<file path="config.mk">
export PLATFORM = sky130hd
export DESIGN_NAME = ifetch_unit
export DESIGN_NICKNAME = d
export VERILOG_FILES = /design/src/rtl/ifetch_unit.sv
export SDC_FILE = /design/constraint.sdc
export NUM_CORES = 1
export LEC_CHECK = 0
export BUFFER_PORTS_ARGS = -buffer_cell sky130_fd_sc_hd__buf_4
export CAP_MARGIN = 5
export CORE_UTILIZATION = 43
export DETAILED_ROUTE_END_ITERATION = 8
export PLACE_DENSITY = 0.72
export SYNTH_ARGS = -nofsm -noshare
export SYNTH_HDL_FRONTEND = slang
export SYNTH_SLANG_ARGS = --single-unit
</file>
<file path="constraint.sdc">
create_clock -name clk -period 1.73 [get_ports clk]
set_input_delay 0.2595 -clock clk [delete_from_list [all_inputs] [get_ports clk]]
set_output_delay 0.2595 -clock clk [all_outputs]
set_load 0.05 [all_outputs]
</file>
<file path="src/rtl/ifetch_unit.sv">
// ifetch_unit: PC owner and single-outstanding fetch stage; define IFETCH_ADEL_EN to report misaligned redirect targets as id_adel
module ifetch_unit #(
  parameter logic [31:0] RESET_PC = 32'h0000_0000
) (
  input  logic        clk,
  input  logic        rst,
  output logic        imem_req,
  output logic [31:0] imem_addr,
  input  logic        imem_gnt,
  input  logic        imem_rvalid,
  input  logic [31:0] imem_rdata,
  output logic        id_valid,
  output logic [31:0] id_ins,
  output logic [31:0] id_pc,
  output logic        id_adel,
  input  logic        id_ready,
  input  logic        id_jump,
  input  logic [31:0] id_jump_pc,
  input  logic        ex_redirect,
  input  logic [31:0] ex_target
);
`ifdef IFETCH_ADEL_EN
  localparam bit ADEL = 1'b1;
`else
  localparam bit ADEL = 1'b0;
`endif
  typedef enum logic [1:0] {S_REQ, S_WAIT, S_DROP, S_HALT} state_t;
  state_t      state_q, state_d;
  logic [31:0] pc_q, pc_d, id_ins_q, id_ins_d, id_pc_q, id_pc_d;
  logic        id_valid_q, id_valid_d, id_adel_q, id_adel_d;
  logic        flush, misal, room;
  logic [31:0] target_raw, target;
  always_comb begin
    flush      = ex_redirect | id_jump;
    target_raw = ex_redirect ? ex_target : id_jump_pc;
    target     = ADEL ? target_raw : {target_raw[31:2], 2'b00};
    misal      = ADEL && (pc_q[1:0] != 2'b00);
    room       = !id_valid_q | id_ready;
    imem_req   = !rst && (state_q == S_REQ) && !flush && room && !misal;
    imem_addr  = {pc_q[31:2], 2'b00};
    state_d    = state_q;
    pc_d       = flush ? target : pc_q;
    id_valid_d = id_valid_q & !id_ready & !flush;
    id_ins_d   = id_ins_q;
    id_pc_d    = id_pc_q;
    id_adel_d  = id_adel_q;
    case (state_q)
      S_REQ: begin
        if (flush) state_d = imem_gnt ? S_DROP : S_REQ;
        else if (misal && room) begin
          id_valid_d = 1'b1;
          id_adel_d  = 1'b1;
          id_ins_d   = 32'h0;
          id_pc_d    = pc_q + 32'd4;
          state_d    = S_HALT;
        end else if (imem_req && imem_gnt) begin
          state_d = S_WAIT;
          pc_d    = pc_q + 32'd4;
        end
      end
      // pc_q already points past the outstanding word, so it is the id_pc to deliver
      S_WAIT: begin
        if (imem_rvalid) begin
          state_d = S_REQ;
          if (!flush) begin
            id_valid_d = 1'b1;
            id_adel_d  = 1'b0;
            id_ins_d   = imem_rdata;
            id_pc_d    = pc_q;
          end
        end else if (flush) state_d = S_DROP;
      end
      S_DROP:  state_d = imem_rvalid ? S_REQ : S_DROP;
      default: state_d = flush ? S_REQ : S_HALT;
    endcase
  end
  always_ff @(posedge clk) begin
    if (rst) begin
      state_q    <= S_REQ;
      pc_q       <= RESET_PC;
      id_valid_q <= 1'b0;
      id_ins_q   <= 32'h0;
      id_pc_q    <= 32'h0;
      id_adel_q  <= 1'b0;
    end else begin
      state_q    <= state_d;
      pc_q       <= pc_d;
      id_valid_q <= id_valid_d;
      id_ins_q   <= id_ins_d;
      id_pc_q    <= id_pc_d;
      id_adel_q  <= id_adel_d;
    end
  end
  assign id_valid = id_valid_q;
  assign id_ins   = id_ins_q;
  assign id_pc    = id_pc_q;
  assign id_adel  = id_adel_q;
endmodule
</file>
==> impl_metrics.tcl <==
set metrics [dict create \
    instances_no_fill 922 \
    leakage_nw 2.81 \
    grt_pass1_wl_um 22400 \
    synth_xor_area_share_pct 4.15 \
    dieArea_um2 11200 \
    clkTransAtPathRegs_ps 100 \
    fin_ws_ps -6.39 \
    postRouteAntennaNets 0 \
    violations "setup timing" \
    most-common-layout-cells "245 x buf_4, 139 x nand2_1, 94 x dfxtp_1, 80 x a21oi_1, 14 x xor2_1" \
    drt_iter0_drc 225 \
    cts_max_level 3 \
    portBuffers 194 \
    die_w_um 106 \
    yosys.area_share.adder_pct 1.08 \
    post-route-util_pct 64.9 \
    die_h_um 106 \
    whs_ps 92.0 \
    ys.flop_type "dfxtp_1" \
    initial_core_util_pct 44.7 \
    area.sequential_um2 1990 \
    period_share_pct 100 \
    yosysWarnings 0 \
    final_common_cell "buf_4" \
    drc 0 \
    hold_buffers 0 \
    rows 37 \
    drive_gt1_share_pct 39.1 \
    via_per_inst 5.28 \
    dpl-instance-area_um2 6320 \
    yosysTopAreaCell "dfxtp_1" \
    critPathLaunch "state_q[1]$_SDFFE_PP0P_" \
    hpwl_um 10400 \
    cts_tree "built" \
    fin_skew_ps 12.3 \
    worstHoldStart "ex_target[25]" \
    power_density_nw_per_um2 706 \
    clock-sinks 99 \
    timing.rr.start "state_q[1]$_SDFFE_PP0P_" \
    postSynthCellCount 585 \
    async_reset_ff_share_pct 0 \
    finalCriticalPeriod_ps 1740 \
    nets 888 \
    cp_data_arrival_time_ps 2000 \
    grt_pass1_vias 4662 \
    cts_max_path_buffers 2 \
    synth_edf_count 0 \
    hold_viol_final 0 \
    crit_fanout 6 \
    worst_slew_pin_slew_ps 578 \
    routabilityCongestion 0.881 \
    wire_per_inst_um 16.5 \
    place_inst 899 \
    yosys.area_share.simple_pct 24.8 \
    relSlewSlack_pct 61.5 \
    synth_seq_cells 99 \
    synth_top_area_share_pct 42.7 \
    grt_max_degree 65 \
    place_ws_ps -229 \
    synth_area_leaders "dfxtp_1 43%, nand2_1 11%, a21oi_1 8.6%" \
    ir_drop_mv 0.391 \
    finalSetupTns_ps -8.88 \
    synthMuxAreaShare_pct 0.485 \
    fmax_mhz 576 \
    grt.overflow.total 0 \
    core-area_um2 10400 \
    insertion_delay_ps 380 \
    cp-start-kind "flop" \
    grt_use_total_pct 25.2 \
    ys_seq_area_share_pct 42.7 \
    totalWireLength_um 15200 \
    slew_viol_final 0 \
    total_power_mw 4.75 \
    syn_to_final_growth_pct 45.1 \
    path_class "reg -> reg" \
    cp.required_ps 1990 \
    postLayoutCellArea_um2 6730 \
    min_path_type "in -> reg" \
    synth_top_family_by_area "simple AND/OR/NAND/NOR gates" \
    nFillCells 910 \
    cts_buffers 9 \
    cap_violations 0 \
    io-pin-count 202 \
    vias 4864 \
    multi_input_area_um2 2340 \
    ys_types 42 \
    synth.avg_cell_area_um2 7.93 \
    synth_compound_gate_area_share_pct 17.1 \
    rsz0062_at_grt "true" \
    dr.pass1.iters 6 \
    cp-end-kind "flop" \
    setup_viol 2 \
    netlist_area_um2 4640 \
    grt_antenna_before_repair 0 \
    diodes 0 \
    ctsRootBufferMaster "clkbuf_8" \
    outcome "complete, but fails checks" \
]
routing by layer:
metal / wire [um] / vias to the layer above / track usage (%)
li1: - / 2370 / -
met1: 6150 / 2271 / 30.4
met2: 7570 / 186 / 43.4
met3: 981 / 37 / 4.82
met4: 532 / 0 / 11.3
met5: 0 / - / 0
cells in the mapped netlist, types with 3 or more instances:
master and n:
and2_1 6, a31oi_1 6, o21ai_0 16, clkbuf_1 33, buf_2 4, nand2b_1 3
and3_1 14, xor2_1 14, dfxtp_1 99, nor2_1 12, o31a_1 3, a211oi_1 5
nor4_1 3, nand2_1 141, inv_1 9, ha_1 4, o22ai_1 7, nand4_1 8
buf_4 34, a2111oi_2 4, and4_1 10, nor2b_1 3, xnor2_1 8, a21oi_1 80
o211ai_1 3, or3_1 7, nand3_1 15, nor3_1 15
final cells by class:
| type | count | share of cell area [%] |
|---|---|---|
| Sequential cell | 99 | 29.5 |
| Clock buffer | 10 | 2.04 |
| Clock inverter | 6 | 0.688 |
| Tap cell | 136 | 2.53 |
| Inverter | 9 | 0.502 |
| Multi-Input combinational cell | 407 | 34.8 |
| Timing Repair Buffer | 255 | 30.0 |
what timing repair did:
| item | CTS | global route |
|---|---|---|
| resized for setup | 14 | 25 |
| setup endpoints to repair | 19 | 59 |
| gates cloned | 0 | 4 |
| pin swaps | 4 | 12 |
| setup buffers | 2 | 1 |
cells by family (layout without fill, tap and decap cells):
family	after synthesis	count (layout)
xor gates and xnor gates	22	22
DFF	99	99
adders and majority gates	4	4
other	1	3
AOI/OAI and AO/OA	134	134
muxes	2	2
buffers and inverters	81	280
and+or+nand+nor	242	242
flip-flops by register name, indices dropped and copies added, names as in the netlist:
name	cells
id_ins	32
id_pc	32
pc_q	32
state_q	2
id_valid	1
power by group:
part           switching [mW]  internal (mW)  leakage (nW)  total [mW]
sequential             0.0448           2.34         0.807        2.38
combinational           0.525          0.402          1.92       0.927
clock                   0.871          0.576        0.0897        1.45
critical path: stages (launching register included):
cell and delay (ps):
dfxtp_2 340, inv_2 80, ha_4 130, and2_4 150, and4_4 290, nand4_1 110, xor2_1 160, a2111oi_2 350
worst paths after layout:
| check | end | cells past startpoint | slack, ps |
|---|---|---|---|
| worst max-delay path | pc_q[9]$_SDFF_PP0_ | 7 | -6 |
| worst min-delay path | pc_q[25]$_SDFF_PP0_ | 3 | 90 |
| worst max register to register | pc_q[9]$_SDFF_PP0_ | 7 | -6 |
| worst min register to register | id_ins[4]$_SDFFE_PP0P_ | 2 | 460 |
(Power assumes the default switching activity.)
